--- src/rtl/hazard_ctrl.sv ---
`default_nettype none
// ============================================================================
// Module   : hazard_ctrl
// Purpose  : Generates hold/clear controls for the pipeline stage registers
//            (PC, IF/ID, ID/EX, EX/MEM, MEM/WB). Handles memory-wait and
//            multicycle stalls, load-use bubbles and redirect flushes. A
//            redirect seen during a stall is parked until the stall ends.
//            Also provides a saturating stall counter and a sticky
//            memory-timeout flag.
// Revision : 1.0  initial release
// ============================================================================
module hazard_ctrl #(
  parameter int FLUSH_CYCLES = 1,
  parameter int CNT_W        = 32,
  parameter int MAX_WAIT     = 1023
) (
  input  logic             clk,
  input  logic             reset_n,
  input  logic             mem_busy,
  input  logic             mc_busy,
  input  logic             load_use,
  input  logic             redirect,
  output logic             pc_hold,
  output logic             if_id_hold,
  output logic             if_id_clear,
  output logic             id_ex_hold,
  output logic             id_ex_clear,
  output logic             ex_mem_hold,
  output logic             ex_mem_clear,
  output logic             mem_wb_hold,
  output logic             mem_wb_clear,
  output logic [CNT_W-1:0] stall_cycles,
  output logic             mem_timeout
);

  // flush_cnt only ever holds the remaining cycles after the first flush cycle
  localparam int FC_W   = (FLUSH_CYCLES > 1) ? $clog2(FLUSH_CYCLES) : 1;
  localparam int WAIT_W = $clog2(MAX_WAIT + 1);
  localparam logic [FC_W-1:0]   FLUSH_RELOAD = FC_W'(FLUSH_CYCLES - 1);
  localparam logic [WAIT_W-1:0] WAIT_MAX     = WAIT_W'(MAX_WAIT);

  typedef enum logic [1:0] {
    ST_RUN   = 2'd0,
    ST_STALL = 2'd1,
    ST_FLUSH = 2'd2
  } state_t;

  state_t            state, state_n;
  logic              pending, pending_n;
  logic [FC_W-1:0]   flush_cnt, flush_cnt_n;
  logic [WAIT_W-1:0] wait_cnt;
  logic              stall_any;
  logic              flush_resume;
  logic              flush_now;

  assign stall_any = mem_busy | mc_busy;
  // A flush interrupted by a stall carries on the first cycle the stall lifts,
  // so the wrong-path instructions held in IF/ID and ID/EX are still discarded.
  assign flush_resume = (state == ST_STALL) && (flush_cnt != '0);
  assign flush_now    = !stall_any &&
                        (redirect || pending || (state == ST_FLUSH) || flush_resume);

  // State, pending redirect and remaining flush cycles
  always_ff @(posedge clk or negedge reset_n) begin
    if (!reset_n) begin
      state     <= ST_RUN;
      pending   <= 1'b0;
      flush_cnt <= '0;
    end else begin
      state     <= state_n;
      pending   <= pending_n;
      flush_cnt <= flush_cnt_n;
    end
  end

  // Next-state logic and prioritised hold/clear outputs
  always_comb begin
    state_n      = state;
    pending_n    = pending;
    flush_cnt_n  = flush_cnt;
    pc_hold      = 1'b0;
    if_id_hold   = 1'b0;
    if_id_clear  = 1'b0;
    id_ex_hold   = 1'b0;
    id_ex_clear  = 1'b0;
    ex_mem_hold  = 1'b0;
    ex_mem_clear = 1'b0;
    mem_wb_hold  = 1'b0;
    mem_wb_clear = 1'b0;

    if (stall_any) begin
      state_n = ST_STALL;
      if (redirect) pending_n = 1'b1;
    end else if (redirect || pending) begin
      pending_n   = 1'b0;
      flush_cnt_n = FLUSH_RELOAD;
      state_n     = (FLUSH_RELOAD != '0) ? ST_FLUSH : ST_RUN;
    end else if ((state == ST_FLUSH) || flush_resume) begin
      flush_cnt_n = (flush_cnt != '0) ? flush_cnt - 1'b1 : '0;
      state_n     = (flush_cnt_n != '0) ? ST_FLUSH : ST_RUN;
    end else begin
      state_n = ST_RUN;
    end

    if (!reset_n) begin
      // Every stage register is emptied while reset is held
      if_id_clear  = 1'b1;
      id_ex_clear  = 1'b1;
      ex_mem_clear = 1'b1;
      mem_wb_clear = 1'b1;
    end else if (mem_busy) begin
      pc_hold      = 1'b1;
      if_id_hold   = 1'b1;
      id_ex_hold   = 1'b1;
      ex_mem_hold  = 1'b1;
      mem_wb_clear = 1'b1;
    end else if (mc_busy) begin
      pc_hold      = 1'b1;
      if_id_hold   = 1'b1;
      id_ex_hold   = 1'b1;
      ex_mem_clear = 1'b1;
    end else if (flush_now) begin
      // Flush wins over load_use: the dependent DE instruction is wrong-path
      if_id_clear  = 1'b1;
      id_ex_clear  = 1'b1;
    end else if (load_use) begin
      pc_hold      = 1'b1;
      if_id_hold   = 1'b1;
      id_ex_clear  = 1'b1;
    end
  end

  // Saturating count of cycles in which the PC was held
  always_ff @(posedge clk or negedge reset_n) begin
    if (!reset_n) begin
      stall_cycles <= '0;
    end else if (pc_hold && (stall_cycles != '1)) begin
      stall_cycles <= stall_cycles + 1'b1;
    end
  end

  // Consecutive mem_busy watchdog with sticky timeout flag
  always_ff @(posedge clk or negedge reset_n) begin
    if (!reset_n) begin
      wait_cnt    <= '0;
      mem_timeout <= 1'b0;
    end else if (!mem_busy) begin
      wait_cnt <= '0;
    end else begin
      if (wait_cnt != WAIT_MAX) wait_cnt <= wait_cnt + 1'b1;
      if (wait_cnt >= WAIT_MAX - 1'b1) mem_timeout <= 1'b1;
    end
  end

endmodule
`default_nettype wire
--- config.mk ---
export PLATFORM = sky130hd
export DESIGN_NAME = hazard_ctrl
export DESIGN_NICKNAME = d
export VERILOG_FILES = /design/src/rtl/hazard_ctrl.sv
export SDC_FILE = /design/constraint.sdc
export NUM_CORES = 1
export LEC_CHECK = 0
export BUFFER_PORTS_ARGS = -buffer_cell sky130_fd_sc_hd__buf_4
export CAP_MARGIN = 20
export CORE_ASPECT_RATIO = 0.5
export CORE_MARGIN = 10
export CORE_UTILIZATION = 40
export DETAILED_ROUTE_END_ITERATION = 8
export GPL_TIMING_DRIVEN = 0
export SYNTH_ARGS = -nofsm -noshare
export SYNTH_HDL_FRONTEND = slang
export SYNTH_SLANG_ARGS = --single-unit
--- constraint.sdc ---
create_clock -name clk -period 2 [get_ports clk]
set_input_delay 0.4 -clock clk [delete_from_list [all_inputs] [get_ports clk]]
set_output_delay 0.4 -clock clk [all_outputs]
set_load 0.005 [all_outputs]
==> results of run 1 <==
-- cells in the final DEF (no fill, tap or decap), drive strengths merged, types with 3 or more instances in the layout --
cell type,synthesis,layout
nand3,13,13
buf,6,64
xor2,12,12
nor4,3,3
a31oi,3,3
nor3,8,8
and2,3,3
xnor2,22,22
clkbuf,4,12
dfrtp,44,44
nand2,13,13
inv,7,7
and3,5,5
ha,3,3
nor2,19,19
a21oi,6,6
o21ai,4,4
nand4,20,20
and4,6,6
-- area by class of cell --
type | count | area (um^2) | share of cell area (%)
buffer | 10 | 56.3 | 1.86
sequential | 44 | 1110 | 36.6
multi-input combinational | 159 | 1120 | 37.2
clock buffer | 8 | 146 | 4.84
tap | 73 | 91.3 | 3.02
inverter | 7 | 26.3 | 0.870
timing repair buffer | 59 | 470 | 15.6
-- repair_timing --
item                                    4_1_cts  5_1_grt
endpoints found under the hold margin         0       28
resized for setup                             1       14
hold buffers                                  0        2
gates cloned                                  0        0
setup buffers                                 3        8
pin swaps                                     1        5
endpoints found under the setup margin       15       20
-- critical path, stage by stage, from the launching register on --
cell	delay (ps)
dfrtp_1	460
nand4_2	290
or4_1	520
buf_2	170
o2111ai_2	190
xnor2_1	150
-- registers in the layout, summed over array words and instances, names as in the netlist --
register and count:
wait_cnt 10, stall_cycles 32, mem_timeout 1, pending 1
-- worst paths after layout --
kind | from | to | slack (ps) | cells past startpoint
setup / recovery | stall_cycles[18] | stall_cycles[12] | 130 | 5
hold / removal | reset_n | stall_cycles[29] | 60 | 2
setup reg to reg | stall_cycles[18] | stall_cycles[12] | 130 | 5
hold reg to reg | mem_timeout | mem_timeout | 490 | 1
max in group asynchronous | reset_n | stall_cycles[17] | 670 | 2
min in group clk | mem_busy | wait_cnt[8] | 400 | 3
-- layer usage --
metal | GRT usage [%] | share of wire [%] | routed length, um | vias to the layer above
met5 | 0 | 0 | 0 | -
met4 | 4.14 | 1.2 | 64 | 0
met3 | 3.16 | 4.6 | 254 | 5
met2 | 18.1 | 47 | 2600 | 28
met1 | 14.3 | 47 | 2610 | 894
li1 | - | - | - | 918
-- logic make-up after synthesis --
family | synth area share (%)
multiplexers | 0.988
AO/OA/AOI/OAI | 8.46
XOR/XNOR | 13.1
AND/OR/NAND/NOR | 23.7
buffers and inverters | 3.62
other | 0.165
flip-flops | 48.3
adder cells (fa/ha/maj) | 1.65
-- per-stage QoR --
step	hold WS, ps	setup TNS, ps
after global placement	453	-8350
after floorplan	104	0
after detailed placement	463	-9320
after global routing	76.7	-19.4
after CTS	64.7	0
final	63.1	0
-- power by group --
part | leakage [nW] | total [mW] | internal [mW] | switching [mW]
Clock | 0.0712 | 0.823 | 0.498 | 0.324
Sequential | 0.585 | 1.06 | 0.963 | 0.0958
Combinational | 0.747 | 0.351 | 0.199 | 0.152
==> out/metrics.cfg, run 1 <==
[status]
status=completed

[finish]
fin_nets=295
diodes=0
drive_above_1_share_pct=31.0
finalInstanceArea_mm2=0.00302
instances_no_fill=360
fillers=497
area_growth_pct=32.6
utilization_pct=55.0

[pwr]
power_density_mw_per_mm2=739
ir_drop_mv=0.349
power_mw=2.23
p_leak_nw=1.40

[grt]
grt_pass1_vias=1704
grt_max_degree=52
grt_pass1_wl_um=8670
track_usage_pct=11.3
antenna_found_initial=0
grt_overflow=0

[yosys]
netlist_instances=220
ys_top_cells_by_area=dfrtp_1 (48%), xnor2_1 (8.5%), nand4_1 (5.2%)
yosys.area.top_type=dfrtp_1
async_flop_share_pct=100
synth_ff_type=dfrtp_1
synth_edf_count=0
synth_fp_nets=229
synth_top_area_share_pct=48.3
ys_types=42
yosys-top-cells-count=dfrtp_1 (44), xnor2_1 (22), nand4_1 (19), nor2_1 (19)
ys_warn_count=0
yosysMostFrequentCell=dfrtp_1
ys_seq_elements=44
seq_area_frac_synth_pct=48.3
postSynthAreaPerCell_um2=10.4
synth_area_mm2=0.00228

[clock_tree]
cts_buffers=5
clkSlewWorstSetupHoldPaths_ps=60
cts_root_buf=clkbuf_16
cts.path.max_buffers=2
cts.sinks=44
htree_levels=2
clk_latency_ps=290
cts_tree=done

[route]
drc=0
vias=1845
dr.pass1.iters=4
drt_iter0_markers=131
drt-wirelength-per-cell_um=15.4
viasPerCell=5.13
routed_wl_um=5530
ant_nets=0

[place]
hpwl_um=3810
placed_cell_area_mm2=0.00272
io_buffers=46
numPlacedInstances=339
pre_cts_slack_ps=-661
place_congestion=0.844

[sta]
finClkSkew_ps=6.89
fin_crit_sh_pct=93.5
hold_viol=0
fmax_mhz=535
fin_crit_ps=1870
relSlewSlack_pct=46.6
fin_ws_ps=131
setup_viol=0
worst_pin_slew_ps=798
grt_setup_unrepaired=true
slew_viol_final=0

[critical_path]
critPathMaxFanout=6
crit_required_ps=2200
critical_path_arrival_ps=2070
crit_path_end_kind=register
path_class=reg2reg
crit_path_start_kind=register

[worst_hold_path]
holdCritPathClass=in2async

[floorplanning]
rows=19
chipHeight_um=73.4
core_area_mm2=0.00549
io_pins=48
die_width_um=127
die-area_mm2=0.00930
start_util_pct=41.5

[flow_run]
maxCapViolations=0

Power figures use the tool's default switching activity.
==> inputs of run 2 (changes only) <==
--- a/config.mk
+++ b/config.mk
@@ -9,9 +9,10 @@
 export CAP_MARGIN = 20
 export CORE_ASPECT_RATIO = 0.5
 export CORE_MARGIN = 10
-export CORE_UTILIZATION = 40
+export CORE_UTILIZATION = 49
 export DETAILED_ROUTE_END_ITERATION = 8
 export GPL_TIMING_DRIVEN = 0
+export PLACE_DENSITY = 0.76
 export SYNTH_ARGS = -nofsm -noshare
 export SYNTH_HDL_FRONTEND = slang
 export SYNTH_SLANG_ARGS = --single-unit
==> run 2 against run 1 <==
  * Clock-buffer cell count shrank 2
  * Fmax shrank 2.3%
  * Via count grew 1.9%
  * Global-route usage grew 2.1 points
  * Critical path depth grew 2
  * Sequential share of layout area grew 1.0 points
==> out/metrics.cfg, run 2 (synthesis results as in run 1) <==
[finish]
multi_input_area_mm2=0.00113  ; was 0.00112 mm^2
area_growth_pct=28.9  ; was 32.6%
instances_no_fill=341  ; was 360
diodes=0  ; unchanged
largest_reg_flops=32  ; unchanged
utilization_pct=66.1  ; was 55.0%
fin_nets=292  ; was 295
final_common_cell=buf_4  ; unchanged
drive_above_1_share_pct=31.3  ; was 31.0%
seq_area_mm2=0.00111  ; unchanged
finalInstanceArea_mm2=0.00294  ; was 0.00302 mm^2
final_cell_mix=buf_4 (56), dfrtp_1 (39), xnor2_1 (22)  ; was buf_4 (58), dfrtp_1 (39), xnor2_1 (22)
top_regs=stall_cycles: 32 flops, wait_cnt: 10 flops  ; unchanged
fillers=344  ; was 497
largest-register=stall_cycles  ; unchanged

[pwr]
p_leak_nw=1.37  ; was 1.40 nW
p_sw_share_pct=27.8  ; was 25.6%
power_mw=2.04  ; was 2.23 mW
seqPwrFrac_pct=52.1  ; was 47.4%
power_density_mw_per_mm2=695  ; was 739 mW/mm^2
clkPwrFrac_pct=28.2  ; was 36.8%
p_int_mw=1.47  ; was 1.66 mW
p_switching_mw=0.568  ; was 0.572 mW
ir_drop_mv=0.381  ; was 0.349 mV
p_comb_share_pct=19.8  ; was 15.7%

[critical_path]
path_class=reg2reg  ; unchanged
rr_worst_depth=7  ; was 5
crit_path_end_kind=register  ; unchanged
crit_required_ps=2180  ; was 2200 ps
critical_path_arrival_ps=2100  ; was 2070 ps
crit_path_start_kind=register  ; unchanged
critPathMaxFanout=4  ; was 6

[floorplanning]
die-area_mm2=0.00794  ; was 0.00930 mm^2
core_area_mm2=0.00445  ; was 0.00549 mm^2
io_pins=48  ; unchanged
chipHeight_um=68.2  ; was 73.4 um
start_util_pct=51.3  ; was 41.5%
rows=17  ; was 19
die_width_um=116  ; was 127 um

[place]
io_buffers=46  ; unchanged
hpwl_um=3790  ; was 3810 um
numPlacedInstances=323  ; was 339
placed_cell_area_mm2=0.00270  ; was 0.00272 mm^2
place_congestion=0.852  ; was 0.844

[clock_tree]
htree_levels=2  ; unchanged
cts_buffers=5  ; unchanged
clk_latency_ps=290  ; about the same
clkSlewWorstSetupHoldPaths_ps=80  ; was 60 ps
cts.path.max_buffers=2  ; unchanged
cts_tree=done  ; unchanged
cts_root_buf=clkbuf_8  ; was clkbuf_16
cts.sinks=44  ; unchanged

[grt]
grt_max_degree=52  ; unchanged
grt_pass1_wl_um=8620  ; was 8670 um
grt_util_met3_pct=2.97  ; was 3.16%
grt_use_met1_pct=16.4  ; was 14.3%
track_usage_pct=13.4  ; was 11.3%
use_met2_pct=24.0  ; was 18.1%
grt_pass1_vias=1764  ; was 1704
busiest_layer=met2  ; unchanged
antenna_found_initial=0  ; unchanged
grt_overflow=0  ; unchanged

[sta]
fin_crit_ps=1910  ; was 1870 ps
slew_viol_final=0  ; unchanged
fin_crit_sh_pct=95.6  ; was 93.5%
finClkSkew_ps=6.08  ; was 6.89 ps
setup_viol=0  ; unchanged
fmax_mhz=523  ; was 535 MHz
hold_viol=0  ; unchanged
worst_hold_slack_ps=75.9  ; was 63.1 ps

[route]
drt_iter0_markers=112  ; was 131
viasPerCell=5.51  ; was 5.13
drt-wirelength-per-cell_um=16.3  ; was 15.4 um
dr.pass1.iters=4  ; unchanged
routed_wl_um=5550  ; was 5530 um
drc=0  ; unchanged
vias=1880  ; was 1845
ant_nets=0  ; unchanged

[worst_hold_path]
holdCritPathClass=in2async  ; unchanged

[flow_run]
maxCapViolations=0  ; unchanged

[status]
status=completed  ; unchanged

run 2: cell types whose count changed in the layout (fill, tap and decap cells not counted), sizes merged:
cell,delta
dlygate4sd3,-1
clkinv,+2
clkbuf,-2
buf,-2
run 2: power groups by stage:
| stage | clock [mW] | sequential, mW | combinational, mW |
|---|---|---|---|
| 3_5_place_dp | 0 | 1.07 | 0.329 |
| 6_report | 0.575 | 1.06 | 0.403 |
| 4_1_cts | 0.586 | 1.06 | 0.329 |
| 5_1_grt | 0.637 | 1.08 | 0.447 |
| 3_3_place_gp | 0 | 1.07 | 0.314 |
| 2_1_floorplan | 0 | 1.06 | 0.139 |
run 2: path summary, 6_finish.rpt:
kind	start	endpoint	slack, ps
max	stall_cycles[0]	stall_cycles[23]	90
min	reset_n	stall_cycles[12]	80
max reg2reg	stall_cycles[0]	stall_cycles[23]	90
min reg2reg	mem_timeout	mem_timeout	480
max in group asynchronous	reset_n	stall_cycles[3]	1710
min in group clk	mem_busy	wait_cnt[8]	370
run 2: layout make-up:
type / instances / area share [%]
tap: 57 / 2.43
inverter: 7 / 0.894
sequential: 44 / 37.7
buffer: 10 / 1.92
clock inverter: 2 / 0.341
timing repair buffer: 56 / 15.4
multi-input combinational: 159 / 38.5
clock buffer: 6 / 2.81
run 2: per-stage QoR:
step | TNS [ps] | setup slack [ps]
6_report | 0 | 87.5
3_3_place_gp | -7850 | -618
5_1_grt | -5.61 | -5.61
2_1_floorplan | 0 | 91.5
4_1_cts | 0 | 28.7
3_5_place_dp | -9570 | -660
run 2: what timing repair did:
action                                 CTS  global route
pin swaps                                1             5
setup endpoints to repair               15            17
buffers inserted                         2             7
endpoints found under the hold margin    0            44
gates resized for setup                  2            13
hold buffers                             0             1
run 2: metal layers:
| metal | wire length [um] | share of wire (%) |
|---|---|---|
| met4 | 88 | 1.6 |
| met1 | 2510 | 45 |
| met5 | 0 | 0 |
| met3 | 195 | 3.5 |
| met2 | 2760 | 50 |
run 2: worst max-delay path: stages (launching register included):
cell and delay [ps]:
dfrtp_2 450, ha_4 170, and2_4 150, and4_4 200, a2111oi_4 370, buf_4 200
nand4_1 120, xnor2_1 150
==> inputs of run 3 (changes only) <==
--- a/config.mk
+++ b/config.mk
@@ -7,9 +7,10 @@
 export LEC_CHECK = 0
 export BUFFER_PORTS_ARGS = -buffer_cell sky130_fd_sc_hd__buf_4
 export CAP_MARGIN = 20
-export CORE_ASPECT_RATIO = 0.5
+export CORE_ASPECT_RATIO = 0.8
 export CORE_MARGIN = 10
 export CORE_UTILIZATION = 49
+export CTS_CLUSTER_SIZE = 8
 export DETAILED_ROUTE_END_ITERATION = 8
 export GPL_TIMING_DRIVEN = 0
 export PLACE_DENSITY = 0.76
==> run 3 against run 2 <==
  * Fmax fell by 1.4%
  * Clock skew rose by 1.3 ps
  * Hold slack worse by 28 ps
  * Sequential share of layout area rose by 0.62 points
  * Critical path depth fell by 2
  * Design area is 2.2% lower
  * Via count decreased by 2.8%
  * Critical path type unchanged
  * Largest cell class unchanged
==> out/metrics.cfg, run 3 (synthesis results as in run 1) <==
[clock_tree]
clkSlewWorstSetupHoldPaths_ps=90  ; was 80 ps
cts_root_buf=clkbuf_8  ; unchanged
cts.path.max_buffers=2  ; unchanged
cts_tree=done  ; unchanged
clk_latency_ps=290  ; about the same
htree_levels=2  ; unchanged
cts_buffers=5  ; unchanged
cts.sinks=44  ; unchanged

[sta]
setup_viol=0  ; unchanged
slew_viol_final=0  ; unchanged
setup_tns_ps=0  ; unchanged
worst_hold_slack_ps=47.7  ; was 75.9 ps
hold_viol=0  ; unchanged
fmax_mhz=515  ; was 523 MHz
fin_crit_sh_pct=97.0  ; was 95.6%
fin_crit_ps=1940  ; was 1910 ps
grt_setup_unrepaired=true
finClkSkew_ps=7.40  ; was 6.08 ps

[pwr]
p_leak_nw=1.34  ; was 1.37 nW
ir_drop_mv=0.492  ; was 0.381 mV
power_density_mw_per_mm2=681  ; was 695 mW/mm^2

[finish]
final_common_cell=buf_4  ; unchanged
largest_reg_flops=32  ; unchanged
top_regs=stall_cycles: 32 flops, wait_cnt: 10 flops  ; unchanged
fin_nets=287  ; was 292
largest-register=stall_cycles  ; unchanged
final_cell_mix=buf_4 (51), dfrtp_1 (44), xnor2_1 (22)  ; was buf_4 (56), dfrtp_1 (39), xnor2_1 (22)
drive_above_1_share_pct=28.0  ; was 31.3%
area_growth_pct=26.1  ; was 28.9%
diodes=0  ; unchanged
finalInstanceArea_mm2=0.00287  ; was 0.00294 mm^2
fillers=411  ; was 344
utilization_pct=63.3  ; was 66.1%

[place]
place_congestion=0.811  ; was 0.852
placed_cell_area_mm2=0.00270  ; about the same
io_buffers=46  ; unchanged
hpwl_um=3630  ; was 3790 um

[status]
status=completed  ; unchanged

[critical_path]
critical_path_arrival_ps=2160  ; was 2100 ps
slowest_stage=or4_1  ; was dfrtp_2
critical_path_buf_inv_count=1  ; unchanged
path_class=reg2reg  ; unchanged
cpPeakStageDelay_ps=580  ; was 450 ps
crit_path_start_kind=register  ; unchanged
crit_chain=nand4_1, or4_1, buf_2, o2111ai_1, xnor2_1  ; was ha_4, and2_4, and4_4, a2111oi_4, buf_4, nand4_1, xnor2_1
crit_path_end_kind=register  ; unchanged
critPathMaxFanout=6  ; was 4
crit_required_ps=2220  ; was 2180 ps
cpLargestDelayFamily=simple AND/OR/NAND/NOR gates  ; unchanged

[floorplanning]
core_area_mm2=0.00454  ; was 0.00445 mm^2
io_pins=48  ; unchanged
start_util_pct=50.2  ; was 51.3%
die-area_mm2=0.00779  ; was 0.00794 mm^2
rows=22  ; was 17
chipHeight_um=81.0  ; was 68.2 um
die_width_um=96.2  ; was 116 um

[route]
routed_wl_um=5010  ; was 5550 um
viasPerCell=5.39  ; was 5.51
drt-wirelength-per-cell_um=14.8  ; was 16.3 um
ant_nets=0  ; unchanged
dr.pass1.iters=4  ; unchanged
drc=0  ; unchanged
vias=1828  ; was 1880
drt_iter0_markers=68  ; was 112

[grt]
busiest_layer=met2  ; unchanged
grt_pass1_wl_um=8470  ; was 8620 um
track_usage_pct=13.4  ; about the same
grt_overflow=0  ; unchanged
use_met2_pct=20.1  ; was 24.0%
grt_use_met1_pct=17.7  ; was 16.4%
grt_max_degree=52  ; unchanged
antenna_found_initial=0  ; unchanged
grt_util_met3_pct=5.35  ; was 2.97%
grt_pass1_vias=1790  ; was 1764

[worst_hold_path]
holdCritPathClass=in2async  ; unchanged

[flow_run]
maxCapViolations=0  ; unchanged

## run 3: per-layer routing
layer,vias up,wire [um]
met3,4,318
li1,903,-
met1,886,2360
met4,0,36
met5,-,0
met2,35,2290
## run 3: worst paths after layout
check,from,endpoint,slack [ps],depth (start not counted)
worst max-delay path,stall_cycles[29],stall_cycles[12],60,5
worst min-delay path,reset_n,wait_cnt[2],50,2
worst max register to register,stall_cycles[29],stall_cycles[12],60,5
worst min register to register,mem_timeout,mem_timeout,490,1
max in group asynchronous,reset_n,stall_cycles[17],1730,2
min in group clk,mc_busy,pending,380,3
## run 3: area by class of cell
cell class	instances	area [um^2]	area share (%)
multi-input cells	159	1110	38.5
well taps	60	75.1	2.61
inverters	7	26.3	0.914
flip-flops and latches	44	1100	38.3
repair buffers	51	415	14.5
clock inverters	2	10.0	0.348
plain buffers	10	56.3	1.96
clock buffers	6	82.6	2.87
## run 3: where the power goes
part / switching [mW] / leakage, nW / total [mW] / internal (mW)
combinational: 0.141 / 0.695 / 0.326 / 0.186
clock: 0.303 / 0.0510 / 0.579 / 0.276
sequential: 0.0927 / 0.593 / 1.05 / 0.959
## run 3: worst reg2reg max path, delay by kind of cell, from the launching register on
family	cells	cell delay (ps)
flip-flops	1	440
AO/OA/AOI/OAI	1	220
buffers and inverters	1	170
XOR/XNOR	1	150
AND/OR/NAND/NOR	2	880
## run 3: per-stage QoR
| step | worst slack [ps] | std cells | power (mW) |
|---|---|---|---|
| finish | 59.9 | 339 | 1.96 |
| detailed placement | -619 | 326 | 1.39 |
| floorplan | 91.5 | 220 | 1.20 |
| global route | -34.9 | 339 | 2.07 |
| CTS | 19.3 | 337 | 1.96 |
| global placement | -586 | 326 | 1.38 |
## run 3: what timing repair did
item                                    in CTS  in global routing
hold endpoints to repair                     0                 44
buffers inserted                             3                  1
endpoints found under the setup margin       9                 16
gates resized for setup                      1                  6
pin swaps                                    1                  2
hold buffers                                 0                  1
gates cloned                                 0                  0
